===== config.mk =====
export PLATFORM = sky130hd
export DESIGN_NAME = motor_ramp_sched
export DESIGN_NICKNAME = d
export VERILOG_FILES = /design/src/rtl/motor_ramp_sched.sv
export SDC_FILE = /design/constraint.sdc
export NUM_CORES = 1
export LEC_CHECK = 0
export ABC_AREA = 1
export BUFFER_PORTS_ARGS = -buffer_cell sky130_fd_sc_hd__buf_2
export CAP_MARGIN = 15
export CELL_PAD_IN_SITES_DETAIL_PLACEMENT = 0
export CELL_PAD_IN_SITES_GLOBAL_PLACEMENT = 1
export CORE_MARGIN = 3
export CORE_UTILIZATION = 39
export DETAILED_ROUTE_END_ITERATION = 8
export HOLD_SLACK_MARGIN = 0.03
export PLACE_DENSITY_LB_ADDON = 0.1
export SLEW_MARGIN = 0
export SYNTH_ARGS = -nofsm -noshare
export SYNTH_HDL_FRONTEND = slang
export SYNTH_SLANG_ARGS = --single-unit

===== constraint.sdc =====
create_clock -name clk -period 3 [get_ports clk]
set_input_delay 0.3 -clock clk [delete_from_list [all_inputs] [get_ports clk]]
set_output_delay 0.3 -clock clk [all_outputs]
set_load 0.005 [all_outputs]

===== src/rtl/motor_ramp_sched.sv =====
// motor_ramp_sched
//   Slew-rate limited command sequencer in front of the motor controller.
//   Each wheel channel ramps toward its latched target by at most STEP per
//   update tick. A sign reversal first ramps to zero and then holds a brake
//   interval of BRAKE_CYC cycles. A level-sensitive estop returns everything
//   to the post-reset state but leaves the tick phase running.
//
// Ports
//   clk        system clock, rising edge
//   rst        synchronous reset, active-high
//   cmd_vld    target command valid
//   cmd_lft    signed left target
//   cmd_rht    signed right target
//   cmd_rdy    command accepted on cmd_vld & cmd_rdy (equals ~estop)
//   estop      emergency stop, level-sensitive
//   lft, rht   registered signed drive values to the motor controller
//   busy       at least one channel ramping or braking
//   at_target  both channels holding with drive equal to target
module motor_ramp_sched #(
  parameter int STEP      = 16,
  parameter int TICK_DIV  = 1024,
  parameter int BRAKE_CYC = 4096
) (
  input  logic               clk,
  input  logic               rst,
  input  logic               cmd_vld,
  input  logic signed [10:0] cmd_lft,
  input  logic signed [10:0] cmd_rht,
  output logic               cmd_rdy,
  input  logic               estop,
  output logic signed [10:0] lft,
  output logic signed [10:0] rht,
  output logic               busy,
  output logic               at_target
);

  localparam int CNT_W = $clog2(TICK_DIV);
  localparam int BRK_W = $clog2(BRAKE_CYC + 1);
  localparam logic [CNT_W-1:0]  TICK_LAST = CNT_W'(TICK_DIV - 1);
  localparam logic [BRK_W-1:0]  BRK_LOAD  = BRK_W'(BRAKE_CYC);
  localparam logic signed [11:0] STEP_S   = 12'(STEP);

  typedef enum logic [1:0] {
    ST_HOLD  = 2'd0,
    ST_RAMP  = 2'd1,
    ST_BRAKE = 2'd2
  } ch_state_t;

  logic [CNT_W-1:0]  tick_cnt_r;
  logic              tick_s;
  logic              accept_s;

  logic signed [10:0] cmd_s      [2];
  logic signed [10:0] tgt_r      [2];
  logic signed [10:0] cur_r      [2];
  ch_state_t          st_r       [2];
  logic [BRK_W-1:0]   brk_r      [2];

  logic signed [10:0] tgt_nxt_s  [2];
  logic signed [10:0] cur_nxt_s  [2];
  logic signed [10:0] step_s     [2];
  ch_state_t          st_nxt_s   [2];
  logic [BRK_W-1:0]   brk_nxt_s  [2];
  logic               busy_nxt_s;
  logic               at_tgt_nxt_s;
  logic               busy_r;
  logic               at_target_r;

  // -1024 has no positive counterpart, so it is pulled in to -1023.
  function automatic logic signed [10:0] clamp_cmd(input logic signed [10:0] v);
    if (v == 11'sh400) clamp_cmd = 11'sh401;
    else               clamp_cmd = v;
  endfunction

  function automatic logic is_reversal(input logic signed [10:0] cur_v,
                                       input logic signed [10:0] tgt_v);
    is_reversal = (cur_v != 11'sd0) && (tgt_v != 11'sd0) && (cur_v[10] != tgt_v[10]);
  endfunction

  // One tick worth of movement; 12-bit intermediates keep tgt-cur exact.
  function automatic logic signed [10:0] ramp_step(input logic signed [10:0] cur_v,
                                                   input logic signed [10:0] tgt_v);
    logic signed [11:0] c_v, t_v, d_v, r_v;
    c_v = {cur_v[10], cur_v};
    t_v = {tgt_v[10], tgt_v};
    d_v = t_v - c_v;
    if (is_reversal(cur_v, tgt_v)) begin
      if (c_v > 12'sd0) begin
        if (c_v > STEP_S) r_v = c_v - STEP_S;
        else              r_v = 12'sd0;
      end else begin
        if (c_v < -STEP_S) r_v = c_v + STEP_S;
        else               r_v = 12'sd0;
      end
    end else if (d_v > STEP_S) begin
      r_v = c_v + STEP_S;
    end else if (d_v < -STEP_S) begin
      r_v = c_v - STEP_S;
    end else begin
      r_v = t_v;
    end
    ramp_step = r_v[10:0];
  endfunction

  assign tick_s    = (tick_cnt_r == TICK_LAST);
  assign cmd_rdy   = ~estop;
  assign accept_s  = cmd_vld & ~estop;
  assign cmd_s[0]  = cmd_lft;
  assign cmd_s[1]  = cmd_rht;
  assign lft       = cur_r[0];
  assign rht       = cur_r[1];
  assign busy      = busy_r;
  assign at_target = at_target_r;

  // Free-running tick divider; only rst restarts its phase.
  always_ff @(posedge clk) begin
    if (rst)         tick_cnt_r <= {CNT_W{1'b0}};
    else if (tick_s) tick_cnt_r <= {CNT_W{1'b0}};
    else             tick_cnt_r <= tick_cnt_r + CNT_W'(1);
  end

  // Per-channel next state: target load, HOLD/RAMP/BRAKE transitions.
  always_comb begin
    for (int c = 0; c < 2; c++) begin
      tgt_nxt_s[c] = tgt_r[c];
      cur_nxt_s[c] = cur_r[c];
      st_nxt_s[c]  = st_r[c];
      brk_nxt_s[c] = brk_r[c];
      step_s[c]    = ramp_step(cur_r[c], tgt_r[c]);

      if (accept_s) tgt_nxt_s[c] = clamp_cmd(cmd_s[c]);
      else          tgt_nxt_s[c] = tgt_r[c];

      case (st_r[c])
        ST_HOLD: begin
          if (cur_r[c] != tgt_r[c]) st_nxt_s[c] = ST_RAMP;
          else                      st_nxt_s[c] = ST_HOLD;
        end
        ST_RAMP: begin
          if (tick_s) begin
            cur_nxt_s[c] = step_s[c];
            if (is_reversal(cur_r[c], tgt_r[c])) begin
              // Only a reversal that reaches zero starts the brake.
              if (step_s[c] == 11'sd0) begin
                st_nxt_s[c]  = ST_BRAKE;
                brk_nxt_s[c] = BRK_LOAD;
              end else begin
                st_nxt_s[c]  = ST_RAMP;
              end
            end else if (step_s[c] == tgt_r[c]) begin
              st_nxt_s[c] = ST_HOLD;
            end else begin
              st_nxt_s[c] = ST_RAMP;
            end
          end else begin
            st_nxt_s[c] = ST_RAMP;
          end
        end
        ST_BRAKE: begin
          // Counter runs every cycle regardless of tick; exit when it hits zero.
          cur_nxt_s[c] = 11'sd0;
          if (brk_r[c] <= BRK_W'(1)) begin
            brk_nxt_s[c] = {BRK_W{1'b0}};
            if (tgt_r[c] != 11'sd0) st_nxt_s[c] = ST_RAMP;
            else                    st_nxt_s[c] = ST_HOLD;
          end else begin
            brk_nxt_s[c] = brk_r[c] - BRK_W'(1);
            st_nxt_s[c]  = ST_BRAKE;
          end
        end
        default: begin
          st_nxt_s[c]  = ST_HOLD;
          cur_nxt_s[c] = 11'sd0;
          brk_nxt_s[c] = {BRK_W{1'b0}};
        end
      endcase
    end
  end

  // Status flags derived from the next state so they align with lft/rht.
  always_comb begin
    busy_nxt_s   = (st_nxt_s[0] != ST_HOLD) || (st_nxt_s[1] != ST_HOLD);
    at_tgt_nxt_s = (st_nxt_s[0] == ST_HOLD) && (cur_nxt_s[0] == tgt_nxt_s[0]) &&
                   (st_nxt_s[1] == ST_HOLD) && (cur_nxt_s[1] == tgt_nxt_s[1]);
  end

  // Channel registers; estop behaves like reset except for the tick phase.
  always_ff @(posedge clk) begin
    if (rst || estop) begin
      for (int c = 0; c < 2; c++) begin
        tgt_r[c] <= 11'sd0;
        cur_r[c] <= 11'sd0;
        st_r[c]  <= ST_HOLD;
        brk_r[c] <= {BRK_W{1'b0}};
      end
      busy_r      <= 1'b0;
      at_target_r <= 1'b1;
    end else begin
      for (int c = 0; c < 2; c++) begin
        tgt_r[c] <= tgt_nxt_s[c];
        cur_r[c] <= cur_nxt_s[c];
        st_r[c]  <= st_nxt_s[c];
        brk_r[c] <= brk_nxt_s[c];
      end
      busy_r      <= busy_nxt_s;
      at_target_r <= at_tgt_nxt_s;
    end
  end

endmodule


* Yosys cells after proc, flatten, opt, wreduce, memory -nomap -nowiden
Memory sizes are Yosys's and may differ from the RTL's. Cells that the tools add are included.
Storage, ports and cells: bits in registers 12, bits in writable memories 74, input port bits 26, output and inout bits 25, memories kept 4
Memory list:
- brk_r | depth 2, width 13, read ports 2, clocked after Yosys merged registers in 0, wr ports 2, line 57 | logic [BRK_W-1:0] brk_r [2];
- cur_r | depth 2, width 11, read ports 2, clocked after Yosys merged registers in 0, wr ports 2, line 55 | logic signed [10:0] cur_r [2];
- tgt_r | depth 2, width 11, read ports 2, clocked after Yosys merged registers in 0, wr ports 2, line 54 | logic signed [10:0] tgt_r [2];
- st_r | depth 2, width 2, read ports 2, clocked after Yosys merged registers in 0, wr ports 2, line 56 | ch_state_t st_r [2];
Operators by class: add/subtract/negate cells 9, $lt $le $gt $ge 12, equality and inequality tests 15, muxes and demuxes 57, bitwise operators 10, reductions and logical operators 22
Operator list (count):
- 11-bit two-way mux | 22
- 13-bit two-way mux | 10
- 13-bit case mux with 3 select lines | 2
- 11-bit equality test | 4
- 11-bit case mux with 2 select lines | 2
- 11-bit nonzero test | 4
- 13-bit by 1-bit less-or-equal comparator with 1-bit output, second input constant | 2
- 13-bit by 1-bit subtractor with 13-bit output, second input constant | 2
- 12-bit by 6-bit greater-than comparator with 1-bit output, second input constant | 2
- 12-bit by 5-bit < comparator with 1-bit output, second input constant | 2
- 11-bit by 11-bit subtractor with 12-bit output | 2
- 11-bit by 6-bit adder with 11-bit output, second input constant | 2
- 11-bit equality test, second input constant | 2
- 11-bit by 1-bit greater-than comparator with 1-bit output, second input constant | 2
- 11-bit by 6-bit greater-than comparator with 1-bit output, second input constant | 2
- 11-bit logical NOT | 2
- 11-bit by 5-bit < comparator with 1-bit output, second input constant | 2
- 11-bit inequality test | 2
- 11-bit by 6-bit subtractor with 11-bit output, second input constant | 2
- 2-bit two-way mux | 10
- 2-bit case mux with 3 select lines | 2
- 10-bit by 1-bit adder with 10-bit output, second input constant | 1
- 10-bit equality test, second input constant | 1
- 1-bit two-way mux | 9
- 11 further kinds | 32

* Logic depth before layout (Yosys ltp)
Gate-level depths: netlist of run 1. An unclocked memory read counts as a cell.
depth in word-level cells 15, mapped depth 30

* Worst setup path before layout of run 1
Ideal clock, no wire load.
path kind register to register, start point memory cur_r[1][8], in the netlist cur_r[0][19], end point memory brk_r[0][16] in the netlist's numbering, library setup time 0.066 ns, data arrival time 3.207 ns, required time 2.934 ns, path slack -0.273 ns, stages on the path, launching flop included 28, buffers on the path 3, cells stage by stage dfxtp_1 clkbuf_1 inv_1 ha_1 nand2_1 inv_1 a21oi_1 nand3_1 nand2_1 nand2_1 nor2_2 nand3_4 nand2_4 buf_6 nand2_1 nand3_1 nand3_2 nand2_2 nand2_1 nor2_2 nand2_2 nor2_4 o21ai_4 buf_6 nor2_4 inv_2 or2_1 a21oi_2
RTL lines (line):
- from (decl) | 55
- to (decl) | 57

==> results of run 1 <==
worst max-delay path, delay by kind of cell (launching register included):
| kind | cells | cell delay, ps |
|---|---|---|
| adder cells (fa/ha/maj) | 2 | 590 |
| buffers and inverters | 3 | 240 |
| flip-flops | 1 | 340 |
| AO/OA/AOI/OAI | 1 | 140 |
| AND/OR/NAND/NOR | 20 | 2090 |
sequential cells by signal, indices dropped and copies added, names as in the netlist:
name / flops
at_target: 1
tick_cnt_r: 10
busy: 1
tgt_r: 22
st_r: 4
cur_r: 22
brk_r: 26
per-stage QoR:
| step | cells | setup TNS, ps | cell area (µm²) | utilization [%] |
|---|---|---|---|---|
| after detailed placement | 1913 | -10480 | 10470 | 50.94 |
| after floorplan | 1432 | -309.5 | 8653 | - |
| after CTS | 1954 | -8497 | 11270 | 54.81 |
| final | 1967 | -11150 | 11830 | 57.53 |
| after global placement | 1913 | -9952 | 10470 | 50.94 |
| after global routing | 1967 | -17240 | 11830 | 57.53 |
cells by family (layout without fill, tap and decap cells):
group / after synthesis / count (layout) / synth area share, %
xor gates and xnor gates: 33 / 33 / 3.716
buffers and inverters: 254 / 518 / 12.25
AOI/OAI and AO/OA: 147 / 147 / 9.968
adders and majority gates: 43 / 43 / 6.676
DFF: 86 / 86 / 20.78
and+or+nand+nor: 869 / 870 / 46.61
repair_timing:
action,4_1_cts,5_1_grt
pin swaps,39,47
setup buffers,22,15
cloned,3,0
endpoints found under the setup margin,32,46
gates resized for setup,98,127
layout by cell type (no fill, tap or decap), drive strengths merged, types with 16 or more instances in the layout:
cell	count
nor2	169
nand4	27
nand2	459
a21oi	67
nor3b	16
ha	41
inv	224
nand3	153
nor3	25
dfxtp	86
buf	281
xor2	25
o21ai	59
final timing paths:
kind	start	endpoint	slack, ps
hold / removal	rst	tick_cnt_r[6]	140
hold reg to reg	tick_cnt_r[0]	tick_cnt_r[0]	450
setup / recovery	tgt_r[0][0]	at_target	-500
setup reg to reg	tgt_r[0][0]	at_target	-500
power by group:
part           switching [mW]  internal, mW  total (mW)
Combinational           0.864         0.594        1.46
Sequential             0.0268          1.17        1.20
Clock                   0.582         0.662        1.24
Total                    1.47          2.42        3.90
cell type report:
cell class,instances,area (µm²)
Clock buffer,9,225.2
Timing Repair inverter,1,7.507
Sequential cell,86,1733
Fill cell,2092,8731
Tap cell,270,337.8
Inverter,220,840.8
Multi-Input combinational cell,1093,6492
Timing Repair Buffer,281,2113
Clock inverter,7,78.83
routing by layer:
layer	vias to the layer above	part of all wire (%)	global-route usage [%]
met5	-	0	0
met4	0	1.5	5.391
met3	33	6.5	3.153
li1	5096	-	-
met2	307	42	38.89
met1	4510	50	39.33
==> implementation parameters, run 1 <==
Parameter                              Value

Global routing
  Global-route wire length before repair ... 46530 µm
  Via count of the first global-routing pass ... 9025
  Remaining global-route overflow ... 0
  Pin count of the biggest net entering global routing ... 25
  Initial antenna violation count ... 0
  GRT Total Usage ... 25.82%

Timing
  Fin crit period ... 3502 ps
  Maximum clock frequency ... about 0.29 GHz
  Slew at the pin closest to its max-slew limit ... around 730 ps
  Final hold viol count ... 0
  Worst hold slack across all endpoints ... 138.8 ps
  Final critical-path share of the clock period ... 116.7%
  Crit path setup slack, layout ... -502.4 ps
  RSZ-0062 raised after global routing ... yes
  Final setup skew ... 11.86 ps
  Setup violators final ... 33
  Slew Viols, Final ... 0
  Worst max-slew margin expressed relative to the limit ... between 50% and 60%

Floorplan
  Die Wd ... about 150 µm
  Standard-cell row count ... 52
  Core Box Area ... between 20000 and 25000 µm²
  Number of I/O pins ... approximately 50
  Die height ... 151.7 µm
  Initial Util ... between 40% and 50%
  Area of the die ... 23030 µm²

Pwr
  Power per cell area ... between 300 and 400 nW/µm²
  Largest voltage drop on the vdd net ... ~0.28 mV
  Final Power ... between 3 and 4 mW
  Static power due to leakage ... approximately 5.9 nW

Synth
  Synth top area share ... roughly a fifth
  Largest area contributor in the netlist ... dfxtp_1
  Async S/R FF share, synth ... 0%
  Mean instance size in the synthesized netlist ... roughly 5.8 µm²
  Count of flip-flops with a built-in enable after synthesis ... 0
  Mapped Cells ... between 1000 and 1500
  Part of the Yosys area used for sequential elements ... between 20% and 30%
  Cell area after synthesis ... about 8300 µm²
  Most frequently used cell type in the post-synthesis netlist ... nand2_1
  Net Count, Synth ... 1501
  Synth warnings ... 0
  Unique masters post-synth ... 52
  Primary FF master, synth ... dfxtp_1
  Flops & latches, synth ... 86
  Cell types with the largest area share after synthesis ... dfxtp_1 21%, nand2_1 20%, inv_1 9.5%
  Top cells by count, synth ... 443 x nand2_1, 210 x inv_1, 160 x nor2_1

Routing
  Remaining routing DRC violations ... 0
  Vias after detailed routing ... 9946
  Routed wire length per instance ... ~15 µm
  DRT Wirelength ... about 30000 µm
  Residual antenna-violating net count after detailed routing ... 0
  Number of design-rule violations left by the first detailed-router iteration ... around 700
  Drt pass-1 iters ... 6
  Routed vias/inst ... slightly above 5

Place
  Count of port buffers added during placement ... 50
  Global placement routability congestion ... between 0.9 and 1
  Post-placement worst setup slack ... -451.4 ps
  HPWL reported at the end of detailed placement ... between 20000 and 25000 µm

Worst setup path
  Kind of capture point of the worst setup path ... flip-flop
  Type of the worst setup path ... flip-flop to flip-flop
  Worst R2R Path Depth ... 26
  Most frequent cell on the critical path ... nand2_1
  Crit path launch type ... flip-flop
  Data required time at the worst endpoint ... between 3000 and 4000 ps
  Worst path arrival time ... ~3800 ps
  Peak per-stage delay on the critical path ... 450 ps
  Largest fanout on the critical path ... 5
  Slowest stage cell, crit path ... fa_2

Clocking
  Clk buf depth ... 2
  Worst-skew pair later-pin latency ... 360 ps
  Master cell of the clock root buffer ... clkbuf_16
  Reg clk slew, reported paths ... ~80 ps
  CTS tree ... built
  Number of clock buffers inserted by TritonCTS ... 9
  CTS H-tree lvls ... 3
  Clock Sinks ... 86
  Count of hold buffers inserted by post-cts repair ... 0

Run status
  Result of the run ... finished with violations
  Violated checks ... setup timing

Flow run
  Number of violations of the max-capacitance limit ... 0

Layout
  Fraction of final layout cells with drive strength greater than 1 ... approximately a third
  Fin nets ... 1761
  Ant. Diodes ... 0
  Synth-to-Final Area Change ... 42.79%

Worst hold path
  Class of the tightest hold or removal check ... input port to flip-flop
  Hold path depth ... 2
Note: power is estimated with default switching activity, not from simulation.
==> run 2, diff against run 1 <==
--- a/config.mk
+++ b/config.mk
@@ -10,6 +10,7 @@
 export CAP_MARGIN = 15
 export CELL_PAD_IN_SITES_DETAIL_PLACEMENT = 0
 export CELL_PAD_IN_SITES_GLOBAL_PLACEMENT = 1
+export CORE_ASPECT_RATIO = 1.2
 export CORE_MARGIN = 3
 export CORE_UTILIZATION = 39
 export DETAILED_ROUTE_END_ITERATION = 8
==> implementation parameters, run 2 (synthesis results as in run 1) <==
Parameter                              Value

Timing
  Slew Viols, Final ... 0
  Fin crit period ... about 3400 ps
  RSZ-0062 raised after global routing ... yes
  Post-Route Setup TNS ... -10300 ps
  Final setup skew ... 7.461 ps
  Final hold viol count ... 0
  Setup violators final ... 32
  Final critical-path share of the clock period ... 114.1%
  Maximum clock frequency ... between 0.2 and 0.3 GHz
  Crit path setup slack, layout ... -421.7 ps
  Slew at the pin closest to its max-slew limit ... approximately 680 ps
  Worst max-slew margin expressed relative to the limit ... 54.96%

Flow run
  Number of violations of the max-capacitance limit ... 0

Routing
  DRT Wirelength ... about 31000 µm
  Vias after detailed routing ... between 9000 and 10000
  Remaining routing DRC violations ... 0
  Residual antenna-violating net count after detailed routing ... 0
  Routed vias/inst ... 5.086
  Routed wire length per instance ... roughly 16 µm
  Drt pass-1 iters ... 5
  Number of design-rule violations left by the first detailed-router iteration ... between 500 and 600

Clocking
  Clock Sinks ... 86
  Number of clock buffers inserted by TritonCTS ... 9
  Master cell of the clock root buffer ... clkbuf_16
  Worst-skew pair later-pin latency ... 370 ps
  CTS H-tree lvls ... 3
  Count of hold buffers inserted by post-cts repair ... 0
  Clk buf depth ... 2
  CTS tree ... built
  Reg clk slew, reported paths ... 80 ps

Layout
  Fin nets ... around 1800
  Synth-to-Final Area Change ... 41.90%
  Cell area after layout ... approximately 12000 µm²
  Max FFs per register ... 26
  Number of fill cells ... around 2100
  Fraction of final layout cells with drive strength greater than 1 ... between 30% and 40%
  Commonest non-fill, non-tap cell in the layout ... nand2_1
  Ant. Diodes ... 0
  Leading cell types in the layout, fill and taps excluded ... 390 x nand2_1, 204 x buf_4, 197 x inv_1
  Biggest regs ... brk_r: 26 flops, cur_r: 22 flops, tgt_r: 22 flops
  Largest register by flop count ... brk_r

Pwr
  Logic pwr share ... approximately two fifths
  Seq pwr share ... between 30 and 40%
  Cell internal power dissipation ... approximately 2.4 mW
  Largest voltage drop on the vdd net ... around 0.28 mV
  Relative contribution of the clock network to total power ... 30.7%
  Static power due to leakage ... roughly 6 nW
  Switch Pwr ... approximately 1.5 mW
  Proportion of total power due to net switching ... around two fifths
  Power per cell area ... around 330 nW/µm²

Worst hold path
  Class of the tightest hold or removal check ... input port to flip-flop

Worst setup path
  Worst path arrival time ... ~3700 ps
  Setup slack, reg-to-reg ... -420 ps
  Crit path launch type ... flip-flop
  Largest fanout on the critical path ... 6
  Kind of capture point of the worst setup path ... flip-flop
  Type of the worst setup path ... flip-flop to flip-flop
  Data required time at the worst endpoint ... 3310 ps

Global routing
  GRT Total Usage ... 25.74%
  Pin count of the biggest net entering global routing ... 21
  Remaining global-route overflow ... 0
  Global-route wire length before repair ... between 40000 and 50000 µm
  Via count of the first global-routing pass ... approximately 9600
  Initial antenna violation count ... 0

Floorplan
  Area of the die ... 23030 µm²
  Number of I/O pins ... 51
  Initial Util ... between 40% and 50%
  Standard-cell row count ... 57
  Die height ... about 170 µm
  Core Box Area ... 20540 µm²
  Die Wd ... ~140 µm

Place
  Placed standard-cell area ... about 11000 µm²
  HPWL reported at the end of detailed placement ... between 20000 and 25000 µm
  Count of port buffers added during placement ... 50
  Post-placement worst setup slack ... -541.4 ps
  Global placement routability congestion ... roughly 0.92

Run status
  Violated checks ... setup timing
  Result of the run ... finished with violations
-- run 2: cell count changes in the layout (fill, tap and decap cells not counted), moves of 3 or more --
| cell | change |
|---|---|
| nand2_2 | -3 |
| buf_4 | +5 |
| inv_1 | -3 |
| buf_12 | +4 |
| nand2_4 | -6 |
| nor2_2 | +4 |
| nor2_4 | -3 |
| buf_6 | -10 |
| nand2_1 | +9 |
| nand3_1 | +3 |
| nand3_2 | -3 |
-- run 2: layout make-up --
cell class | count | area (µm²) | area share (%)
repair buffers | 281 | 2143 | 18.23
clock buffers | 9 | 225.2 | 1.916
repair inverters | 1 | 7.507 | 0.06386
multi-input cells | 1092 | 6399 | 54.43
inverters | 220 | 843.3 | 7.174
well taps | 265 | 331.6 | 2.821
flip-flops and latches | 86 | 1734 | 14.75
clock inverters | 7 | 71.32 | 0.6067
-- run 2: final timing paths --
path,from,endpoint,cells past startpoint
max,tgt_r[0][11],at_target,26
min,rst,tick_cnt_r[6],2
max reg2reg,tgt_r[0][11],at_target,26
min reg2reg,tick_cnt_r[0],tick_cnt_r[0],1
-- run 2: metal layers --
metal | global-route usage, % | share of wire (%) | vias to the layer above
li1 | - | - | 5094
met1 | 30.57 | 42 | 4577
met2 | 46.25 | 50 | 234
met3 | 2.451 | 3.5 | 68
met4 | 12.43 | 5.1 | 0
met5 | 0 | 0 | -
-- run 2: repair_timing --
item | in CTS | in global routing
cloned | 3 | 0
endpoints found under the setup margin | 34 | 48
gates resized for setup | 105 | 100
setup buffers | 17 | 8
pin swaps | 44 | 27
-- run 2: power by group through the flow --
stage | Clock [mW] | Combinational, mW | Sequential, mW
final | 1.19 | 1.49 | 1.20
after global routing | 1.24 | 1.63 | 1.20
after CTS | 1.21 | 1.36 | 1.20
after detailed placement | 0 | 1.19 | 1.22
after global placement | 0 | 1.18 | 1.22
after floorplan | 0 | 0.785 | 1.22
-- run 2: through the flow --
stage,power (mW),utilization [%],hold slack (ps),instances
3_3_place_gp,2.400,51.60,429.6,1922
2_1_floorplan,2.001,-,379.3,1432
3_5_place_dp,2.407,51.60,438.8,1922
4_1_cts,3.769,55.53,128.9,1957
5_1_grt,4.072,57.23,146.8,1961
6_report,3.873,57.23,131.5,1961
-- run 2: critical path: stages (launching register included) --
cell and delay [ps]:
dfxtp_2 340, inv_2 50, ha_4 150, inv_4 50, fa_2 420, nor2_2 90, nand2_1 50, nor2_1 100
nand3_1 80, nand2_1 60, nand2_1 60, nor2_2 90, nand4_1 180, nand2_4 200, buf_6 130, nand3_2 60
nand3_2 100, nand2_4 60, buf_4 140, nand2_1 60, nand2_1 70, nand2_1 80, xor2_1 210, nand3_1 120
nor2_2 170, nand3_1 110, a21oi_2 120
